`src/rtl/alu_arbiter.sv`:
```
// alu_arbiter: two-requester round-robin front end for a shared saturating ALU.
// One operation is in flight at a time; the ALU result is captured one cycle
// after accept and then held as a response until the consumer takes it.
//
//   state | meaning
//   IDLE  | waiting for a request, grant is offered combinationally
//   EXEC  | operands presented to the ALU, result captured at end of cycle
//   RESP  | response held on rsp_* until rsp_rdy is sampled high
module alu_arbiter (
  input  logic        clk,
  input  logic        rst,

  input  logic        req0_vld,
  input  logic [15:0] req0_src0,
  input  logic [15:0] req0_src1,
  input  logic [2:0]  req0_ctrl,
  input  logic [3:0]  req0_shamt,
  output logic        req0_rdy,

  input  logic        req1_vld,
  input  logic [15:0] req1_src0,
  input  logic [15:0] req1_src1,
  input  logic [2:0]  req1_ctrl,
  input  logic [3:0]  req1_shamt,
  output logic        req1_rdy,

  output logic [15:0] alu_src0,
  output logic [15:0] alu_src1,
  output logic [2:0]  alu_ctrl,
  output logic [3:0]  alu_shamt,
  input  logic [15:0] alu_result,
  input  logic        alu_ov,
  input  logic        alu_zr,
  input  logic        alu_ne,

  output logic        rsp_vld,
  output logic        rsp_id,
  input  logic        rsp_rdy,
  output logic [15:0] rsp_result,
  output logic [2:0]  rsp_flags,

  output logic [15:0] op_count
);

  typedef enum logic [1:0] {
    IDLE = 2'd0,
    EXEC = 2'd1,
    RESP = 2'd2
  } state_t;

  state_t      state;
  state_t      state_nxt;

  logic        last_grant;
  logic        gnt_vld;
  logic        gnt_id;
  logic        cnt_inc;

  logic [15:0] op_src0;
  logic [15:0] op_src1;
  logic [2:0]  op_ctrl;
  logic [3:0]  op_shamt;
  logic        op_id;

  logic [15:0] sel_src0;
  logic [15:0] sel_src1;
  logic [2:0]  sel_ctrl;
  logic [3:0]  sel_shamt;

  // The ALU only ever sees the captured operation, never a live request.
  assign alu_src0  = op_src0;
  assign alu_src1  = op_src1;
  assign alu_ctrl  = op_ctrl;
  assign alu_shamt = op_shamt;

  // Operand mux for the granted requester.
  always_comb begin
    sel_src0  = req0_src0;
    sel_src1  = req0_src1;
    sel_ctrl  = req0_ctrl;
    sel_shamt = req0_shamt;
    if (gnt_id) begin
      sel_src0  = req1_src0;
      sel_src1  = req1_src1;
      sel_ctrl  = req1_ctrl;
      sel_shamt = req1_shamt;
    end
  end

  // State register.
  always_ff @(posedge clk) begin
    if (rst) state <= IDLE;
    else     state <= state_nxt;
  end

  // Next state, arbitration and handshake outputs. A grant is only offered
  // in IDLE and never while reset is asserted; on a tie the requester that
  // did not win last time is chosen.
  always_comb begin
    state_nxt = state;
    gnt_vld   = 1'b0;
    gnt_id    = 1'b0;
    req0_rdy  = 1'b0;
    req1_rdy  = 1'b0;
    rsp_vld   = 1'b0;
    cnt_inc   = 1'b0;
    case (state)
      IDLE: begin
        if (!rst) begin
          if (req0_vld && req1_vld) begin
            gnt_vld = 1'b1;
            gnt_id  = ~last_grant;
          end else if (req0_vld) begin
            gnt_vld = 1'b1;
            gnt_id  = 1'b0;
          end else if (req1_vld) begin
            gnt_vld = 1'b1;
            gnt_id  = 1'b1;
          end
        end
        req0_rdy = gnt_vld & ~gnt_id;
        req1_rdy = gnt_vld &  gnt_id;
        if (gnt_vld) state_nxt = EXEC;
      end
      EXEC: begin
        state_nxt = RESP;
      end
      RESP: begin
        rsp_vld = 1'b1;
        if (rsp_rdy) begin
          cnt_inc   = 1'b1;
          state_nxt = IDLE;
        end
      end
      default: begin
        state_nxt = IDLE;
      end
    endcase
  end

  // Capture the granted operation and remember who won; held otherwise so a
  // requester that drops vld before being granted leaves no trace.
  always_ff @(posedge clk) begin
    if (rst) begin
      op_src0    <= 16'h0000;
      op_src1    <= 16'h0000;
      op_ctrl    <= 3'b000;
      op_shamt   <= 4'h0;
      op_id      <= 1'b0;
      last_grant <= 1'b1;
    end else if (gnt_vld) begin
      op_src0    <= sel_src0;
      op_src1    <= sel_src1;
      op_ctrl    <= sel_ctrl;
      op_shamt   <= sel_shamt;
      op_id      <= gnt_id;
      last_grant <= gnt_id;
    end
  end

  // Response registers load only at the end of EXEC, so they stay frozen
  // for the whole RESP backpressure window.
  always_ff @(posedge clk) begin
    if (rst) begin
      rsp_result <= 16'h0000;
      rsp_flags  <= 3'b000;
      rsp_id     <= 1'b0;
    end else if (state == EXEC) begin
      rsp_result <= alu_result;
      rsp_flags  <= {alu_ov, alu_zr, alu_ne};
      rsp_id     <= op_id;
    end
  end

  // Completed-response counter, wrapping naturally at 16 bits.
  always_ff @(posedge clk) begin
    if (rst)          op_count <= 16'h0000;
    else if (cnt_inc) op_count <= op_count + 16'h0001;
  end

endmodule
```
`config.mk`:
```
export PLATFORM = sky130hd
export DESIGN_NAME = alu_arbiter
export DESIGN_NICKNAME = d
export VERILOG_FILES = /design/src/rtl/alu_arbiter.sv
export SDC_FILE = /design/constraint.sdc
export NUM_CORES = 1
export LEC_CHECK = 0
export CAP_MARGIN = 25
export CORE_MARGIN = 2
export CORE_UTILIZATION = 38
export DETAILED_ROUTE_END_ITERATION = 10
export HOLD_SLACK_MARGIN = 0.15
export MAX_ROUTING_LAYER = met4
export PLACE_DENSITY = 0.77
export SYNTH_ARGS = -nofsm -noshare
export SYNTH_HDL_FRONTEND = slang
export SYNTH_SLANG_ARGS = --single-unit
```
`constraint.sdc`:
```
create_clock -name clk -period 1.8 [get_ports clk]
set_input_delay 0.36 -clock clk [delete_from_list [all_inputs] [get_ports clk]]
set_output_delay 0.36 -clock clk [all_outputs]
set_load 0.005 [all_outputs]
```
==> flow_summary.ini, run 1 <==
[placement]
hpwlAfterDp_um = 6570
placed_area_um2 = 4990
portBuffers = 179
dp_cells = 628
post-place-ws_ns = -0.361
routabilityCongestion = 0.768

[cells_and_area]
nets = 641
drive_gt1_share_pct = 8.10
syn_to_final_growth_pct = 71.2
fin_util_pct = 67.6
post-route-cell-area_um2 = 5250
final_common_cell = clkdlybuf4s50_1
layout_common_cells = clkdlybuf4s50_1, dfxtp_1, nand2_1
final_cells = 646

[logic_synthesis]
synth_largest_area_cell = dfxtp_1
async_flop_share_pct = 0
postSynthAreaPerCell_um2 = 8.47
synthFlopType = dfxtp_1
syn-num-nets = 465
synth_area_um2 = 3070
synthesis.instances = 362
yosysSeqAreaShare_pct = 51.6
synth_top_area_share_pct = 51.6
synthTopCellsByArea = dfxtp_1, o22ai_1, nand3_1
synth_warnings = 0
synth-edff-count = 0
ys_ff_latch = 79
synth_cell_type_count = 34

[global_route]
grt.overflow.total = 0
grt_pass1_wl_um = 14400
grt_max_degree = 46
grt_pass1_vias = 3150
grtUsageTotal_pct = 21.2
antenna_found_initial = 1

[sta]
finalClockSkew_ns = 0.00977
setup_violations = 0
fin_ws_ns = 0.0905
hold_viol_final = 0
fin_crit_ns = 1.71
slew_headroom_pct = 72.3
period_share_pct = 95.0
rsz0062_at_grt = no
tightest_slew_ns = 0.416
max_freq_mhz = 585
slew_viol_final = 0

[clock_tree]
cts_tree = built
clock-root-buffer = clkbuf_8
path_clk_slew_ns = 0.08
clkLatencyLatePin_ns = 0.35
htreeDepth = 3
numCtsBuffers = 9
cts_sinks = 79
clk_path_buf_depth = 2

[die]
start_util_pct = 39.5
die_area_um2 = 8800
coreArea_um2 = 7770
die_h_um = 93.8
io_pins = 180
num_rows = 32
die_w_um = 93.8

[critical_path]
endpoint_kind = primary output
r2r_end = alu_shamt[1]$_SDFFE_PP0P_
r2r_start = state[0]$_SDFFE_PP0P_
regToRegSetupSlack_ns = 0.20
startpoint = state[0]$_SDFFE_PP0P_
crit_required_ns = 1.44
cp-start-kind = flip-flop
reg2regPathDepth = 6
crit_arrival_ns = 1.35
path_max_fanout = 2
crit_type = reg -> out

[job]
maxCapViolCount = 0

[route]
via_count = 3283
via_per_inst = 5.08
wl_um = 9070
drc = 0
ant_nets = 0
drt-pass1-iter-count = 4
wire_per_inst_um = 14.0
drtIter0Drc = 59

[power]
power.total_mw = 4.28
leakagePower_nw = 1.87
peakVddDrop_mv = 0.371
p_per_area_nw_per_um2 = 815

[min_path]
min_path_type = reg -> reg
whs_path_depth = 2
hp-start = rsp_id$_SDFFE_PP0N_
holdPathEnd = rsp_id$_SDFFE_PP0N_

[outcome]
outcome = finished, final reports clean
[synthesized netlist by cell type, types with 3 or more instances]
| cell type | count |
|---|---|
| nor2b_1 | 4 |
| clkbuf_1 | 19 |
| nand2_1 | 45 |
| nand4_1 | 6 |
| xor2_1 | 5 |
| buf_2 | 4 |
| o21ai_0 | 41 |
| buf_1 | 6 |
| nor3_1 | 3 |
| nand3_1 | 41 |
| a21oi_1 | 26 |
| o22ai_1 | 39 |
| inv_1 | 3 |
| xnor2_1 | 5 |
| nor2_1 | 11 |
| dfxtp_1 | 79 |
[cells by family (layout without fill, tap and decap cells)]
logic type / count (synthesis) / in the layout / share of synthesized area, %
multiplexers: 1 / 1 / 0.327
other: 0 / 1 / 0
XOR/XNOR: 10 / 10 / 2.86
AO/OA/AOI/OAI: 113 / 113 / 20.7
buffers and inverters: 33 / 214 / 4.33
adder cells (fa/ha/maj): 1 / 1 / 0.408
AND/OR/NAND/NOR: 125 / 125 / 19.8
flip-flops: 79 / 79 / 51.6
[per-stage QoR]
stage	setup TNS, ns	hold WS, ns
2_1_floorplan	0	0.432
3_3_place_gp	-9.20	0.442
3_5_place_dp	-12.23	0.448
4_1_cts	0	0.459
5_1_grt	0	0.474
6_report	0	0.455
[worst max-delay path, stage by stage, from the launching register on]
cell and delay, ns:
dfxtp_2 0.34, nor3_4 0.19, buf_6 0.13, nor2b_4 0.13
clkdlybuf4s15_2 0.22
[layout make-up]
| cell class | count | area (µm²) |
|---|---|---|
| Fill cell | 657 | 2520 |
| Timing Repair Buffer | 195 | 1910 |
| Sequential cell | 79 | 1580 |
| Multi-Input combinational cell | 250 | 1390 |
| Clock buffer | 11 | 141 |
| Tap cell | 102 | 128 |
| Clock inverter | 5 | 81.3 |
| Inverter | 3 | 11.3 |
| Antenna cell | 1 | 2.50 |
[where the power goes]
group          internal [mW]  leakage, nW  switching, mW
sequential              1.89        0.648         0.0726
clock                  0.819        0.110          0.636
combinational          0.536         1.11          0.327
[registers in the layout, summed over array words and instances (netlist names), 2 cells and up]
| name | flops |
|---|---|
| alu_src0 | 16 |
| alu_src1 | 16 |
| op_count | 16 |
| rsp_result | 16 |
| alu_shamt | 4 |
| alu_ctrl | 3 |
| rsp_flags | 3 |
| state | 2 |
[layer usage]
layer	share of wire (%)	GRT usage [%]
met5	0	-
met4	2.2	9.66
met3	7.7	5.46
met2	47	35.1
met1	43	24.2
[repair_timing]
action,in CTS,in global routing
hold endpoints to repair,0,0
pin swaps,2,1
setup endpoints to repair,3,8
setup buffers,1,0
resized for setup,13,6
hold buffers,0,0
[worst max-delay path by stage]
stage	to	slack [ns]
floorplan	op_count[14]$_SDFFE_PP0P_	0.27
global placement	req0_rdy	-0.33
detailed placement	req0_rdy	-0.36
CTS	req0_rdy	0.02
global route	req1_rdy	0.02
finish	req1_rdy	0.09
Power figures use the tool's default switching activity.
==> run 2: changes to the inputs <==
--- a/config.mk
+++ b/config.mk
@@ -8,6 +8,7 @@
 export CAP_MARGIN = 25
 export CORE_MARGIN = 2
 export CORE_UTILIZATION = 38
+export CTS_CLUSTER_SIZE = 40
 export DETAILED_ROUTE_END_ITERATION = 10
 export HOLD_SLACK_MARGIN = 0.15
 export MAX_ROUTING_LAYER = met4
==> results of run 2 <==
Same layout as run 1: the final DEF is identical, and so are final timing and power.
